$ cat config.mk
export PLATFORM = sky130hd
export DESIGN_NAME = cpu_control_fsm
export DESIGN_NICKNAME = d
export VERILOG_FILES = /design/src/rtl/cpu_ctrl_pkg.sv /design/src/rtl/ctrl_wait_timer.sv /design/src/rtl/cpu_control_fsm.sv
export SDC_FILE = /design/constraint.sdc
export NUM_CORES = 1
export LEC_CHECK = 0
export CAP_MARGIN = 20
export CORE_ASPECT_RATIO = 0.8
export CORE_MARGIN = 4
export CORE_UTILIZATION = 45
export CTS_CLUSTER_DIAMETER = 40
export DETAILED_ROUTE_END_ITERATION = 10
export GPL_TIMING_DRIVEN = 0
export PLACE_DENSITY = 0.77
export SYNTH_ARGS = -nofsm -noshare
export SYNTH_HDL_FRONTEND = slang
export SYNTH_SLANG_ARGS = --single-unit
$ cat constraint.sdc
create_clock -name clk -period 2.07 [get_ports clk]
set_input_delay 0.414 -clock clk [delete_from_list [all_inputs] [get_ports clk]]
set_output_delay 0.414 -clock clk [all_outputs]
set_load 0.05 [all_outputs]
$ cat src/rtl/cpu_ctrl_pkg.sv
// Shared definitions for the multi-cycle CPU control unit: opcodes, state
// encodings and the select codes driven onto the datapath muxes.
package cpu_ctrl_pkg;

    typedef enum logic [2:0] {
        S_IDLE   = 3'd0,
        S_FETCH  = 3'd1,
        S_DECODE = 3'd2,
        S_EXEC   = 3'd3,
        S_MEM    = 3'd4,
        S_HALT   = 3'd5
    } state_t;

    localparam logic [3:0] OP_LDI  = 4'h8;
    localparam logic [3:0] OP_LD   = 4'h9;
    localparam logic [3:0] OP_ST   = 4'hA;
    localparam logic [3:0] OP_BZ   = 4'hB;
    localparam logic [3:0] OP_BR   = 4'hC;
    localparam logic [3:0] OP_IN   = 4'hD;
    localparam logic [3:0] OP_OUT  = 4'hE;
    localparam logic [3:0] OP_HALT = 4'hF;

    localparam logic [1:0] WSEL_ALU = 2'd0;
    localparam logic [1:0] WSEL_IMM = 2'd1;
    localparam logic [1:0] WSEL_MEM = 2'd2;
    localparam logic [1:0] WSEL_IN  = 2'd3;

    localparam logic PC_INC    = 1'b0;
    localparam logic PC_BRANCH = 1'b1;

    // Opcodes 0x0-0x7 are the eight ALU functions.
    function automatic logic is_alu(input logic [3:0] op);
        return ~op[3];
    endfunction

endpackage

$ cat src/rtl/ctrl_wait_timer.sv
// Counts cycles spent waiting for a memory acknowledge; expired flags the
// LIMIT-th consecutive waiting cycle. LIMIT = 0 disables the timeout.
module ctrl_wait_timer #(
    parameter int LIMIT = 15
) (
    input  logic clk,
    input  logic rst,
    input  logic clear,
    input  logic count,
    output logic expired
);

    localparam int TW   = (LIMIT > 2) ? $clog2(LIMIT) : 1;
    localparam int LAST = (LIMIT > 0) ? LIMIT - 1 : 0;

    logic [TW-1:0] value;

    always_ff @(posedge clk) begin
        if (!rst || clear) begin
            value <= '0;
        end else if (count) begin
            value <= value + TW'(1);
        end
    end

    assign expired = (LIMIT != 0) && (value == LAST[TW-1:0]);

endmodule

$ cat src/rtl/cpu_control_fsm.sv
// Multi-cycle control unit: fetch, decode, execute and memory phases, with a
// retired-instruction counter and a sticky fault on memory timeout.
module cpu_control_fsm
    import cpu_ctrl_pkg::*;
#(
    parameter int CNT_W       = 16,
    parameter int MEM_TIMEOUT = 15
) (
    input  logic             clk,
    input  logic             rst,
    input  logic             start,
    input  logic [3:0]       opcode,
    input  logic             zero_flag,
    input  logic             mem_ack,
    input  logic             in_valid,
    input  logic             out_ready,
    output logic             mem_req,
    output logic             mem_we,
    output logic             addr_sel,
    output logic             ir_ld,
    output logic             pc_en,
    output logic             pc_sel,
    output logic             rf_we,
    output logic [1:0]       rf_wsel,
    output logic [2:0]       alu_op,
    output logic             flags_ld,
    output logic             in_ack,
    output logic             out_valid,
    output logic             halted,
    output logic             fault,
    output logic [CNT_W-1:0] instr_count
);

    state_t state;
    state_t state_next;
    logic   retire;
    logic   timeout;
    logic   waiting;
    logic   expired;

    assign waiting = (state == S_FETCH) || (state == S_MEM);

    // One timer serves both FETCH and MEM; it restarts whenever an ack lands
    // or the FSM is not waiting, so it is zero on entry to either state.
    ctrl_wait_timer #(
        .LIMIT(MEM_TIMEOUT)
    ) u_wait_timer (
        .clk    (clk),
        .rst    (rst),
        .clear  (!waiting || mem_ack),
        .count  (waiting && !mem_ack),
        .expired(expired)
    );

    always_ff @(posedge clk) begin
        if (!rst) begin
            state       <= S_IDLE;
            instr_count <= '0;
            fault       <= 1'b0;
        end else begin
            state <= state_next;
            if (retire) begin
                instr_count <= instr_count + CNT_W'(1);
            end
            if (timeout) begin
                fault <= 1'b1;
            end
        end
    end

    always_comb begin
        state_next = state;
        retire     = 1'b0;
        timeout    = 1'b0;
        case (state)
            S_IDLE: begin
                if (start) state_next = S_FETCH;
            end
            S_FETCH: begin
                if (mem_ack) begin
                    state_next = S_DECODE;
                end else if (expired) begin
                    state_next = S_HALT;
                    timeout    = 1'b1;
                end
            end
            S_DECODE: begin
                if (opcode == OP_LD || opcode == OP_ST) state_next = S_MEM;
                else if (opcode == OP_HALT)             state_next = S_HALT;
                else                                    state_next = S_EXEC;
            end
            S_EXEC: begin
                case (opcode)
                    OP_IN:   retire = in_valid;
                    OP_OUT:  retire = out_ready;
                    default: retire = 1'b1;
                endcase
                if (retire) state_next = S_FETCH;
            end
            S_MEM: begin
                if (mem_ack) begin
                    retire     = 1'b1;
                    state_next = S_FETCH;
                end else if (expired) begin
                    state_next = S_HALT;
                    timeout    = 1'b1;
                end
            end
            S_HALT: state_next = S_HALT;
            default: state_next = S_IDLE;
        endcase
    end

    always_comb begin
        mem_req   = 1'b0;
        mem_we    = 1'b0;
        addr_sel  = 1'b0;
        ir_ld     = 1'b0;
        pc_en     = 1'b0;
        pc_sel    = PC_INC;
        rf_we     = 1'b0;
        rf_wsel   = WSEL_ALU;
        alu_op    = 3'd0;
        flags_ld  = 1'b0;
        in_ack    = 1'b0;
        out_valid = 1'b0;
        halted    = 1'b0;
        case (state)
            S_FETCH: begin
                mem_req = 1'b1;
                if (mem_ack) begin
                    ir_ld = 1'b1;
                    pc_en = 1'b1;
                end
            end
            S_EXEC: begin
                if (is_alu(opcode)) begin
                    rf_we    = 1'b1;
                    rf_wsel  = WSEL_ALU;
                    alu_op   = opcode[2:0];
                    flags_ld = 1'b1;
                end else begin
                    case (opcode)
                        OP_LDI: begin
                            rf_we   = 1'b1;
                            rf_wsel = WSEL_IMM;
                        end
                        OP_BR: begin
                            pc_en  = 1'b1;
                            pc_sel = PC_BRANCH;
                        end
                        OP_BZ: begin
                            if (zero_flag) begin
                                pc_en  = 1'b1;
                                pc_sel = PC_BRANCH;
                            end
                        end
                        OP_IN: begin
                            if (in_valid) begin
                                rf_we   = 1'b1;
                                rf_wsel = WSEL_IN;
                                in_ack  = 1'b1;
                            end
                        end
                        OP_OUT: out_valid = 1'b1;
                        default: ;
                    endcase
                end
            end
            S_MEM: begin
                mem_req  = 1'b1;
                addr_sel = 1'b1;
                mem_we   = (opcode == OP_ST);
                if (mem_ack && opcode == OP_LD) begin
                    rf_we   = 1'b1;
                    rf_wsel = WSEL_MEM;
                end
            end
            S_HALT: halted = 1'b1;
            default: ;
        endcase
    end

endmodule

== Word-level counts from Yosys, hierarchy flattened ==
Cells that the tools add are included.

* Flip-flop bits (word level): 24
* Bits in latches: 0
* Bits in writable memories: 0
* ROM bits: 0
* Bits of input ports: 11
* Output and inout bits: 33
* Logic and storage cells: 79
* Memories: 0

* Add/subtract/negate cells: 2
* Multipliers: 0
* Div/mod/pow operators: 0
* $lt $le $gt $ge: 0
* Equal/unequal tests: 16
* Shift-type cells: 0
* Muxes and demuxes: 45
* Bitwise logic cells: 0
* Reductions and logical operators: 12

{| class="wikitable"
|+ Operators by type and width
! kind !! count
|-
| $eq 4x4->1 const B || 9
|-
| $mux 3 || 9
|-
| $mux 1 || 24
|-
| $pmux 3 s6 || 1
|-
| $add 16x1->16 const B || 1
|-
| $pmux 1 s2 || 6
|-
| $pmux 2 s2 || 2
|-
| $eq 3x2->1 const B || 2
|-
| $eq 3x3->1 const B || 2
|-
| $mux 2 || 3
|-
| $add 4x1->4 const B || 1
|-
| $logic_or 1x1->1 || 4
|-
| $eq 3x1->1 const B || 1
|-
| $logic_not 1->1 || 3
|-
| $logic_not 3->1 || 1
|-
| $logic_and 1x1->1 || 2
|-
| $ne 2x1->1 const B || 1
|-
| $ne 2x2->1 const B || 1
|-
| $reduce_and 2->1 || 1
|-
| $reduce_or 2->1 || 1
|}

== Depth between registers and ports, before layout ==
Gate-level depths: netlist of run 1.

* Word-level depth: 5
* Mapped depth: 7
* Gate-level depth less buffers: 6

== By module ==
A second synthesis of run 1 with hierarchy kept.

* Cells, all modules: 184
* Area, all modules: 1500.2 um2

{| class="wikitable"
|+ By module, submodules not included
! module !! instances !! cells each !! area an instance (um2) !! seq. area each (um2)
|-
| cpu_control_fsm || 1 || 164 || 1300.0 || 400.4
|-
| ctrl_wait_timer || 1 || 20 || 200.2 || 80.1
|}

== Worst setup path after synthesis of run 1 ==
OpenSTA, ideal clock, no wires.

* Path kind: reg2out
* Start point: register state[0]
* End point: output rf_we
* Arrival: 2.766 ns
* Path slack: -1.110 ns
* Stages on the path, launching flop included: 7
* Path buffers: 1
* Cell sequence: dfxtp_1 buf_2 nand2b_1 nor2_1 nand4b_1 a21oi_1 a21o_1

* Cells in the longest elaborated chain, start to end: 2
* Elaborated cells on any way between the ends: 3
* Classes of those cells: eq/ne: 2; mux: 1

{| class="wikitable"
|+ RTL lines
! item !! RTL line !! source
|-
| start: declaration || cpu_control_fsm.sv:34 || <nowiki>state_t state;</nowiki>
|-
| start signal: assignment || cpu_control_fsm.sv:61 || <nowiki>state <= state_next;</nowiki>
|-
| $eq 3x3->1 / $eq 3x2->1 (equally long branches) || cpu_control_fsm.sv:128 || <nowiki>case (state)</nowiki>
|-
| $pmux 1 s2 * || cpu_control_fsm.sv:128 ||
|-
| end: declaration || cpu_control_fsm.sv:23 || <nowiki>output logic rf_we,</nowiki>
|}

Every way passes the cells marked *; elsewhere a longest branch is shown, timed or not.

== Worst setup path after layout of run 1 ==
* Start point: input mem_ack
* End point: output pc_en

* Cells in the longest elaborated chain, start to end: 2

{| class="wikitable"
|+ RTL lines
! item !! RTL line !! source
|-
| start: declaration || cpu_control_fsm.sv:14 || <nowiki>input logic mem_ack,</nowiki>
|-
| $mux 1 || cpu_control_fsm.sv:131 || <nowiki>if (mem_ack) begin</nowiki>
|-
| $pmux 1 s2 || cpu_control_fsm.sv:128 ||
|-
| end: declaration || cpu_control_fsm.sv:21 || <nowiki>output logic pc_en,</nowiki>
|}

Every way passes these cells.

==> key figures, run 1 <==
Global routing
  – Initial antenna violation count: 0
  – Vias in the first global route: 1418
  – Gr ovfl total: 0
  – GRT Total Usage: 19.4%
  – First-pass GRT wire length: 6.66 mm
  – Pin count of the biggest net entering global routing: 14

Yosys
  – Cells after Synth: 180
  – Post-Synth XOR/XNOR Area: 8.17%
  – Adder-cell share of the synthesized area: 2.50%
  – Yosys reg bits: 24
  – Ys async rst share: 0%
  – Compound-Gate Fraction of Synth Area: 13.9%
  – Post-Syn Area per Cell: 8.34 µm²
  – Dominant synthesized flop cell: dfxtp_1
  – Post-synthesis mux area share: 2.00%
  – Yosys warns: 0
  – Post-synthesis sequential area ratio: 32.0%
  – Synthesized cell area: 1500 µm²
  – Main combinational cell family by area after synthesis: simple AND/OR/NAND/NOR gates
  – Synth Net Count: 194
  – Synth Area in Simple Gates: 37.2%
  – Number of synthesized flops with an enable pin: 0
  – Post-synth cell types: 48

STA
  – Period utilisation layout: 101%
  – Setup violations, final: 2
  – Final worst slack: -0.0224 ns
  – Achievable frequency: 478 MHz
  – Slew @ Worst Pin: 0.503 ns
  – Worst clock skew: 0.00563 ns
  – Tmin final: 2.09 ns
  – Slew Limit Headroom: 66.4%
  – Final Hold Vio Count: 0
  – RSZ-0062 raised after global routing: yes
  – Final slew viol count: 0
  – Hold_ws: 0.476 ns

Worst setup path
  – WP data required: 1.66 ns
  – WS Path Type: input pin to output pin
  – Reg2Reg Depth: 6
  – CP arrival: 1.68 ns
  – Crit. End Element: output pin
  – Worst setup SP type: input pin
  – Crit-path max FO: 5

Run status
  – Failing checks: negative setup slack
  – Outcome: finished with violations

Routing
  – DRT antenna net count: 0
  – Vias per cell: 5.58
  – Vias: 1530
  – DRC: 0
  – Initial DRT Pass Iterations: 4
  – Routed WL per cell: 15.2 µm
  – DR iter-0 viols: 97
  – Post-Route WL: 4.17 mm

Die
  – Die W: 72.6 µm
  – Row count: 18
  – Die height: 59.7 µm
  – Core ar.: 3150 µm²
  – Die area: 4330 µm²
  – IO Pins: 44
  – Initial core utilization: 47.6%

Power
  – Clk network pwr share: 32.5%
  – Net Sw Frac: 27.1%
  – Static Leakage: 0.000866 µW
  – Logic pwr share: 18.9%
  – Seq pwr share: 48.5%
  – Power density cells: 448 nW/µm²
  – Pwr Total: 978 µW
  – Net Switching: 265 µW
  – Maximum vdd drop: 404 µV
  – Internal: 713 µW

Finish
  – Area Growth Syn to Fin: 45.4%
  – Post-Layout Cell Count: 274
  – # nets final: 249
  – Antenna cells: 0
  – Layout cell share with drive strength beyond 1: 26.1%

CTS
  – CTS sink count: 24
  – Worst-path clk slew: 0.08 ns
  – Clk_lat worst skew: 0.27 ns
  – CTS Root Buffer Type: clkbuf_8
  – H-tree levels: 1
  – Maximum root-to-sink buffer count: 2
  – CTS tree: yes
  – Hold buffers post-CTS: 0
  – TritonCTS Buffers: 3

Placement
  – Place WS: -0.853 ns
  – Dpl cells: 262
  – Global placement routability congestion: 0.845
  – Port bufs: 42
  – Hpwl dp: 2.97 mm

Job
  – Max-cap violations: 0

Hold path
  – Hold path depth: 2
  – Worst Hold Class: flop to flop
## layout make-up
type / count / area (µm²)
clock buffers: 4 / 55.1
repair buffers: 50 / 459
inverters: 2 / 7.51
plain buffers: 10 / 91.3
fillers: 274 / 970
multi-input cells: 144 / 1030
well taps: 40 / 50.0
flip-flops and latches: 24 / 487
## what timing repair did
action / in CTS / in global routing
setup endpoints to repair: 16 / 19
cloned: 1 / 1
resized for setup: 94 / 13
setup buffers: 4 / 2
pin swaps: 1 / 2
## flip-flops by register name, indices dropped and copies added, names as in the netlist
signal,cells
u_wait_timer.value,4
instr_count,16
fault,1
state,3
## routing by layer
metal	wire, µm	global-route usage [%]
met1	1980	27.4
met2	1890	31.1
met3	261	4.20
met4	34	2.63
met5	0	0
## synthesized netlist by cell type, types with 2 or more instances
library cell  instances  share of area (%)
a31oi_1               2               0.83
o21ai_0               8                2.7
dfxtp_1              24                 32
and3_1                3                1.3
nor3b_1               2                1.0
and2_1               13                5.4
a21oi_1               7                2.3
ha_1                  3                2.5
inv_1                 2               0.50
mux2i_1               3                2.0
nand4b_1              2                1.2
nand2_1              18                4.5
nor2_1               15                3.7
xor2_1               10                5.8
nand3_1               9                3.0
buf_2                 3                1.0
clkbuf_1              5                1.3
xnor2_1               4                2.3
nor3_1                9                3.0
buf_6                 2                1.5
nor4_1                2               0.83
nand2b_1              5                2.1
nand3b_1              3                1.5
nand4_1               2               0.83
## layout by cell type (no fill, tap or decap), types with 2 or more instances in the layout
| cell type | synthesis | routed |
|---|---|---|
| a21oi_1 | 7 | 5 |
| a21oi_4 | 0 | 2 |
| a31oi_1 | 2 | 2 |
| and2_1 | 13 | 13 |
| and3_1 | 3 | 3 |
| buf_2 | 3 | 5 |
| buf_4 | 0 | 10 |
| buf_6 | 2 | 7 |
| buf_8 | 0 | 2 |
| clkbuf_1 | 5 | 2 |
| clkbuf_4 | 0 | 2 |
| clkbuf_8 | 0 | 5 |
| clkdlybuf4s15_2 | 0 | 2 |
| clkdlybuf4s50_1 | 0 | 23 |
| dfxtp_1 | 24 | 21 |
| dfxtp_2 | 0 | 2 |
| dlygate4sd2_1 | 0 | 4 |
| ha_1 | 3 | 3 |
| inv_1 | 2 | 2 |
| mux2i_1 | 3 | 3 |
| nand2_1 | 18 | 16 |
| nand2_2 | 0 | 2 |
| nand2b_1 | 5 | 4 |
| nand3_1 | 9 | 9 |
| nand3b_1 | 3 | 3 |
| nand4_1 | 2 | 2 |
| nand4b_1 | 2 | 2 |
| nor2_1 | 15 | 12 |
| nor2_2 | 0 | 2 |
| nor3_1 | 9 | 6 |
| nor3_2 | 0 | 2 |
| nor3b_1 | 2 | 2 |
| nor4_2 | 1 | 2 |
| o21ai_0 | 8 | 8 |
| xnor2_1 | 4 | 4 |
| xor2_1 | 10 | 10 |
## power groups by stage
stage	clock [µW]	combinational [µW]	sequential, µW
after floorplan	0	108	486
after CTS	326	175	473
after detailed placement	0	164	485
after global placement	0	160	484
after global routing	353	198	476
final	318	185	475
## critical path, stage by stage
cell,delay (ns)
clkdlybuf4s50_1,0.58
inv_1,0.15
nor3_4,0.24
or2_2,0.15
buf_6,0.15
## cells by family (layout without fill, tap and decap cells)
| kind of cell | Yosys count | in the layout |
|---|---|---|
| XOR/XNOR | 14 | 14 |
| AO/OA/AOI/OAI | 29 | 29 |
| adder cells (fa/ha/maj) | 3 | 3 |
| buffers and inverters | 12 | 66 |
| AND/OR/NAND/NOR | 95 | 95 |
| multiplexers | 3 | 3 |
| flip-flops | 24 | 24 |
## final timing paths
kind / startpoint / end / slack (ns)
max reg2reg: state[2] / instr_count[8] / 0.42
min: fault / fault / 0.48
max: mem_ack / pc_en / -0.02
min reg2reg: fault / fault / 0.48
## stage by stage
| step | utilization [%] | TNS (ns) | instance area (µm²) |
|---|---|---|---|
| after global placement | 64.3 | -9.22 | 2030 |
| after floorplan | - | -0.453 | 1560 |
| final | 69.2 | -0.0418 | 2180 |
| after CTS | 67.9 | -0.0963 | 2140 |
| after detailed placement | 64.3 | -9.86 | 2030 |
| after global routing | 69.2 | -0.126 | 2180 |
Power figures use the tool's default switching activity.
==> inputs of run 2 (changes only) <==
- CTS_BUF_LIST: default -> sky130_fd_sc_hd__clkbuf_8 sky130_fd_sc_hd__clkbuf_16
==> results of run 2 <==
The final DEF is identical to that of run 1; final timing and power are the same.
==> inputs of run 3 (changes only) <==
- SETUP_SLACK_MARGIN: default -> 0.2
- SLEW_MARGIN: default -> 20
==> key figures, run 3 (synthesis gave the netlist of run 1 again) <==
Worst setup path
  – R2R Setup Slk: 0.26 ns (-0.16 ns)
  – Crit. End Element: output pin
  – WP data required: 1.66 ns (about the same)
  – CP arrival: 1.69 ns (about the same)
  – WS Path Type: flop to output pin
  – Crit-path max FO: 4 (-1)
  – Worst setup SP type: flop

CTS
  – TritonCTS Buffers: 3 (unchanged)
  – Maximum root-to-sink buffer count: 2 (unchanged)
  – CTS tree: yes
  – Worst-path clk slew: 0.09 ns (about the same)
  – CTS sink count: 24 (unchanged)
  – CTS Root Buffer Type: clkbuf_8
  – H-tree levels: 1 (unchanged)
  – Clk_lat worst skew: 0.27 ns (about the same)

Routing
  – Initial DRT Pass Iterations: 4 (unchanged)
  – Vias: 1646 (+7.6%)
  – DRC: 0 (unchanged)
  – Post-Route WL: 4.95 mm (+19%)
  – Vias per cell: 5.66 (+1.3%)
  – DRT antenna net count: 0 (unchanged)
  – DR iter-0 viols: 177 (+82%)
  – Routed WL per cell: 17.0 µm (+12%)

Power
  – Power density cells: 420 nW/µm² (-6.3%)
  – Maximum vdd drop: 405 µV (+0.11%)
  – Static Leakage: 0.00111 µW (+28%)

Placement
  – Hpwl dp: 2.95 mm (-0.95%)
  – Global placement routability congestion: 0.824 (-2.5%)
  – Port bufs: 42 (unchanged)

STA
  – Setup violations, final: 3 (+1)
  – Final slew viol count: 0 (unchanged)
  – Worst clock skew: 0.00269 ns (-0.00294 ns)
  – Achievable frequency: 474 MHz (-0.76%)
  – Slew @ Worst Pin: 0.499 ns (-0.00395 ns)
  – Final Hold Vio Count: 0 (unchanged)
  – Tmin final: 2.11 ns (+0.0161 ns)
  – Period utilisation layout: 102% (+0.78 points)
  – Slew Limit Headroom: 66.7% (+0.31 points)
  – Final worst slack: -0.0385 ns (-0.0161 ns)
  – RSZ-0062 raised after global routing: yes
  – Hold_ws: 0.473 ns (-0.00263 ns)

Global routing
  – GRT Total Usage: 21.5% (+2.1 points)
  – First-pass GRT wire length: 7.31 mm (+9.7%)
  – Vias in the first global route: 1522 (+7.3%)
  – Gr ovfl total: 0 (unchanged)
  – Pin count of the biggest net entering global routing: 14 (unchanged)
  – Initial antenna violation count: 0 (unchanged)

Finish
  – Layout cell share with drive strength beyond 1: 36.3% (+10 points)
  – Largest Register: instr_count
  – Area Growth Syn to Fin: 64.6%
  – Most common cell after layout, fill and taps aside: dfxtp_1
  – Largest registers: instr_count: 16 flops, u_wait_timer.value: 4 flops, state: 3 flops
  – Fin util: 78.4% (+9.1 points)
  – Antenna cells: 0 (unchanged)
  – Most frequent cells in the layout: dfxtp_1 (21), dlygate4sd2_1 (19), buf_4 (19)
  – # nets final: 266 (+6.8%)
  – Max reg flops: 16 (unchanged)

Run status
  – Failing checks: negative setup slack
  – Outcome: finished with violations

Job
  – Max-cap violations: 0 (unchanged)

Hold path
  – Worst Hold Class: flop to flop

Die
  – Die area: 4330 µm² (unchanged)
  – Die height: 59.7 µm (unchanged)
  – IO Pins: 44 (unchanged)
  – Row count: 18 (unchanged)
  – Core ar.: 3150 µm² (unchanged)
  – Die W: 72.6 µm (unchanged)
  – Initial core utilization: 47.6% (unchanged)
==> run 3: cell count changes in the layout (fill, tap and decap cells not counted), moves of 3 or more <==
cell	delta
buf_6	+11
nor3_4	+3
buf_8	+5
buf_4	+9
dlygate4sd2_1	+15
clkdlybuf4s50_1	-19
and2_1	-3
and2_4	+3
==> run 3: metal layers <==
metal  share of wire [%]  up-vias  GRT usage [%]
met5                   0        -              0
met4                 1.4        0           6.05
met3                 7.1       11           5.21
met2                  50       75           36.1
met1                  41      784           27.6
li1                    -      776              -
==> run 3: path summary, 6_finish.rpt <==
kind / from / end / depth (start not counted)
max reg2reg: state[2] / instr_count[11] / 7
max: state[2] / rf_we / 7
min: u_wait_timer.value[0] / u_wait_timer.value[0] / 1
min reg2reg: u_wait_timer.value[0] / u_wait_timer.value[0] / 1
==> run 3: area by class of cell <==
cell class                      instances  area, µm²
Buffer                                 10       91.3
Timing Repair Buffer                   67        642
Inverter                                2       7.51
Tap cell                               40       50.0
Fill cell                             208        682
Sequential cell                        24        487
Clock buffer                            4       55.1
Multi-Input combinational cell        144       1140
==> run 3: repair_timing <==
item                                    CTS  global route
pin swaps                                10             9
setup buffers                            16             9
endpoints found under the hold margin     0             0
endpoints found under the setup margin   44            26
resized for setup                       145            32
hold buffers                              0             0
==> run 3: per-stage QoR <==
| step | TNS (ns) | area, µm² | total power (µW) | std cells | worst slack (ns) |
|---|---|---|---|---|---|
| floorplan | -0.211 | 1600 | 601 | 180 | -0.109 |
| global placement | -9.63 | 2070 | 652 | 262 | -0.861 |
| detailed placement | -10.38 | 2070 | 656 | 262 | -0.897 |
| CTS | -0.0313 | 2300 | 1010 | 282 | -0.0313 |
| global route | -0.273 | 2470 | 1090 | 291 | -0.101 |
| finish | -0.0786 | 2470 | 1040 | 291 | -0.0385 |
==> run 3: report_power, final <==
| group | internal, µW | switching [µW] |
|---|---|---|
| Combinational | 107 | 129 |
| Clock | 170 | 157 |
| Sequential | 467 | 7.92 |
| Total | 744 | 293 |
==> run 3: worst max-delay path, cell delays in order, from the launching register on <==
cell and delay [ns]:
dfxtp_4 0.37, buf_8 0.12, nand3b_1 0.22, nor2_2 0.19
nand2_2 0.10, a21oi_4 0.15, a21o_2 0.13, buf_8 0.14
==> RTL change 1: new RTL, settings of run 2 <==
`CNT_W`: 16 -> 32.
--- a/src/rtl/cpu_control_fsm.sv
+++ b/src/rtl/cpu_control_fsm.sv
@@ -4,5 +4,5 @@
     import cpu_ctrl_pkg::*;
 #(
-    parameter int CNT_W       = 16,
+    parameter int CNT_W       = 32,
     parameter int MEM_TIMEOUT = 15
 ) (
Ports: changed (resized instr_count); port bits go from 44 to 60. No check against the original RTL was run, so the function may have changed too.
==> RTL change 1 against run 2 <==
Hold slack got worse by 0.020 ns; die area rose by 46%; power increased by 58%; design area up 43%; largest power group unchanged; combinational power rose by 23%; the run still ends with negative setup slack left; worst setup slack lost 0.0099 ns; global-route usage fell by 0.65 points; routed wire length rose by 45%; sequential cell count grew 16; area after synthesis increased by 53%.
==> RTL change 1: results (changes against run 2) <==
status: "finished with violations"  # unchanged
failed_checks: "negative setup slack"  # unchanged
power.share.switching_pct: 27.0  # was 27.1%
cts_max_level: 2  # was 1
placed_cell_area_um2: 2950  # was 2030 um2
met2_usage_pct: 27.1  # was 31.1%
gp_routability_congestion: 0.783  # was 0.845
post-place-ws_ns: -1.02  # was -0.853 ns
cp-start-kind: "flip-flop"  # was input port
portbufs: 56  # was 42
power.share.sequential_pct: 50.8  # was 48.5%
met1_length_mm: 3.01  # was 1.98 mm
cts-buffers-inserted: 5  # was 3
final.setup.worst_slack_ns: -0.0323  # was -0.0224 ns
slew_headroom_pct: 58.6  # was 66.4%
rrSetupSlack_ns: 0.08  # was 0.42 ns
crit-reg2reg-capture: "instr_count[26]"  # was instr_count[8]
cell_types_with_the_highest_counts_after_synthesis: "sky130_fd_sc_hd__dfxtp_1 (40), sky130_fd_sc_hd__nor2_1 (34), sky130_fd_sc_hd__nand2_1 (18), sky130_fd_sc_hd__nand3_1 (18), sky130_fd_sc_hd__xor2_1 (13)"  # was sky130_fd_sc_hd__dfxtp_1 (24), sky130_fd_sc_hd__nand2_1 (18), sky130_fd_sc_hd__nor2_1 (15), sky130_fd_sc_hd__and2_1 (13), sky130_fd_sc_hd__xor2_1 (10)
largest_net_degree_at_the_start_of_global_routing: 13  # was 14
synth.mux.area_fraction_pct: 2.29  # was 2.00%
grt_first_pass_wirelength_mm: 9.69  # was 6.66 mm
synthesis.instances: 272  # was 180
final_design_area_no_fill_um2: 3120  # was 2180 um2
met3_length_um: 357  # was 261 um
worstPathMaxFanout: 3  # was 5
grt_util_all_layers_pct: 18.7  # was 19.4%
seq_area_frac_synth_pct: 34.9  # was 32.0%
fin_skew_ns: 0.00686  # was 0.00563 ns
synthAdderAreaFrac_pct: 1.64  # was 2.50%
first_global_vias: 2093  # was 1,418
place_hpwl_mm: 4.32  # was 2.97 mm
report.final.setup_viol: 1  # was 2
detail_route.wirelength_mm: 6.04  # was 4.17 mm
==> RTL change 1: worst max-delay path, stage by stage (launching register included) <==
cell	delay, ns
sky130_fd_sc_hd__dfxtp_4	0.37
sky130_fd_sc_hd__nand3b_1	0.21
sky130_fd_sc_hd__buf_4	0.16
sky130_fd_sc_hd__o22ai_2	0.05
sky130_fd_sc_hd__nand2_1	0.09
sky130_fd_sc_hd__nor2_2	0.04
sky130_fd_sc_hd__or3_1	0.32
sky130_fd_sc_hd__buf_6	0.16
==> RTL change 1: what timing repair did <==
item | CTS | global route
setup buffers | 4 | 2
gates resized for setup | 75 | 21
setup endpoints to repair | 18 | 14
pin swaps | 2 | 3
==> RTL change 1: final cells by class <==
class,instances,area [um2]
plain buffers,15,110
flip-flops and latches,40,805
inverters,7,26.3
repair buffers,62,593
well taps,60,75.1
clock buffers,6,82.6
clock inverters,2,10.0
multi-input cells,210,1410
fillers,415,1650
==> RTL change 2: new RTL, config.mk and constraints of run 2 <==
Made on the original files. Reset style: asynchronous (`rst`), changed in one clocked block.
--- a/src/rtl/cpu_control_fsm.sv
+++ b/src/rtl/cpu_control_fsm.sv
@@ -53,5 +53,5 @@
     );
 
-    always_ff @(posedge clk) begin
+    always_ff @(posedge clk or negedge rst) begin
         if (!rst) begin
             state       <= S_IDLE;
Formal check against the unedited RTL: differs if rst is asserted again (counterexample within 4 cycles, from zero or initial values and one cycle with rst low); with rst held inactive, the same outputs for 10 cycles.
==> RTL change 2 against run 2 <==
The flow still finishes with violations (negative setup slack); sequential cell count stayed put; register-to-register slack got worse by 0.37 ns; die area is 4.5% lower; utilization grew 8.3 points; critical endpoint is now rf_we; area after synthesis shrank 5.2%; design area is 2.7% higher; worst setup slack got worse by 0.11 ns; count of clock-buffer cells in the layout is the same; critical path type is now reg -> out; routed wire length up 3.3%; first-iteration DRC count down 25%; clock skew hardly changed; hold slack got worse by 0.0052 ns; maximum frequency is 4.8% lower.
Power is not compared: it rests on default switching activity, and its combinational part moved more than twofold at a synthesized area within 25%.
==> RTL change 2: results (changes against run 2) <==
report.final.setup_viol: 4  # was 2
met3_length_um: 204  # was 261 um
r2r-start: "state[2]"  # unchanged
post-place-ws_ns: -1.28  # was -0.853 ns
dr_total_vias: 1447  # was 1,530
synthAdderAreaFrac_pct: 2.64  # was 2.50%
crit_path_start: "state[0]"  # was mem_ack
rrSetupSlack_ns: 0.05  # was 0.42 ns
cell_types_with_the_highest_counts_after_synthesis: "sky130_fd_sc_hd__dfrtp_1 (20), sky130_fd_sc_hd__nor2_1 (11), sky130_fd_sc_hd__xnor2_1 (11), sky130_fd_sc_hd__nand2_1 (9), sky130_fd_sc_hd__xor2_1 (9)"  # was sky130_fd_sc_hd__dfxtp_1 (24), sky130_fd_sc_hd__nand2_1 (18), sky130_fd_sc_hd__nor2_1 (15), sky130_fd_sc_hd__and2_1 (13), sky130_fd_sc_hd__xor2_1 (10)
synth.mux.area_fraction_pct: 1.49  # was 2.00%
detail_route.wl_per_cell_um: 17.0  # was 15.2 um
grt_first_pass_wirelength_mm: 7.09  # was 6.66 mm
seq_area_frac_synth_pct: 40.8  # was 32.0%
num-nets-final: 230  # was 249
final.setup.worst_slack_ns: -0.128  # was -0.0224 ns
max_slew.worst_pin.slew_ns: 0.923  # was 0.503 ns
whs_endpoint: "u_wait_timer.value[0]"  # was fault
synthXorXnorAreaFrac_pct: 12.3  # was 8.17%
timing.reg2reg.worst_path_depth: 7  # was 6
fin_skew_ns: 0.00551  # was 0.00563 ns
grt_util_met1_pct: 26.8  # was 27.4%
min_path_cells: 1  # was 2
drt_iter0_markers: 73  # was 97
cp_slowest_cell: "sky130_fd_sc_hd__dfrtp_1"  # was sky130_fd_sc_hd__clkdlybuf4s50_1
netlist_top_cells_area: "sky130_fd_sc_hd__dfrtp_1 (35%), sky130_fd_sc_hd__xnor2_1 (6.8%), sky130_fd_sc_hd__dfxtp_1 (5.6%), sky130_fd_sc_hd__xor2_1 (5.5%), sky130_fd_sc_hd__nor2_1 (2.9%)"  # was sky130_fd_sc_hd__dfxtp_1 (32%), sky130_fd_sc_hd__xor2_1 (5.8%), sky130_fd_sc_hd__and2_1 (5.4%), sky130_fd_sc_hd__nand2_1 (4.5%), sky130_fd_sc_hd__nor2_1 (3.8%)
critical_path_sink: "rf_we"  # was pc_en
postSynthAreaPerCell_um2: 9.43  # was 8.34 um2
status: "finished with violations"  # unchanged
portbufs: 40  # was 42
worstPathMaxFanout: 10  # was 5
failed_checks: "negative setup slack"  # unchanged
cp.arrival_ns: 1.78  # was 1.68 ns
cp-start-kind: "flip-flop"  # was input port
grt_util_all_layers_pct: 21.4  # was 19.4%
==> RTL change 2: cell count changes after synthesis, sizes merged, moves of 6 or more <==
cell / change
o21ai: -6
dfrtp: +20
and2: -10
xnor2: +7
nand2: -9
dfxtp: -20
==> RTL change 2: what timing repair did <==
action | CTS | global route
setup buffers | 13 | 7
endpoints found under the setup margin | 30 | 13
pin swaps | 4 | 5
resized for setup | 94 | 19
==> RTL change 2: layout make-up <==
type                       count  area [um2]  area share (%)
tap                           38        47.5            2.12
clock buffer                   4        55.1            2.46
sequential                    24         581            25.9
timing repair buffer          60         539            24.1
buffer                         9        70.1            3.13
multi-input combinational    113         931            41.5
inverter                       5        18.8           0.837
==> RTL change 2: where the power goes <==
group	leakage [nW]	internal (mW)	switching, mW
logic	0.637	0.555	0.864
registers	0.276	0.558	0.119
clock network	0.0288	0.170	0.147
total	0.942	1.28	1.13
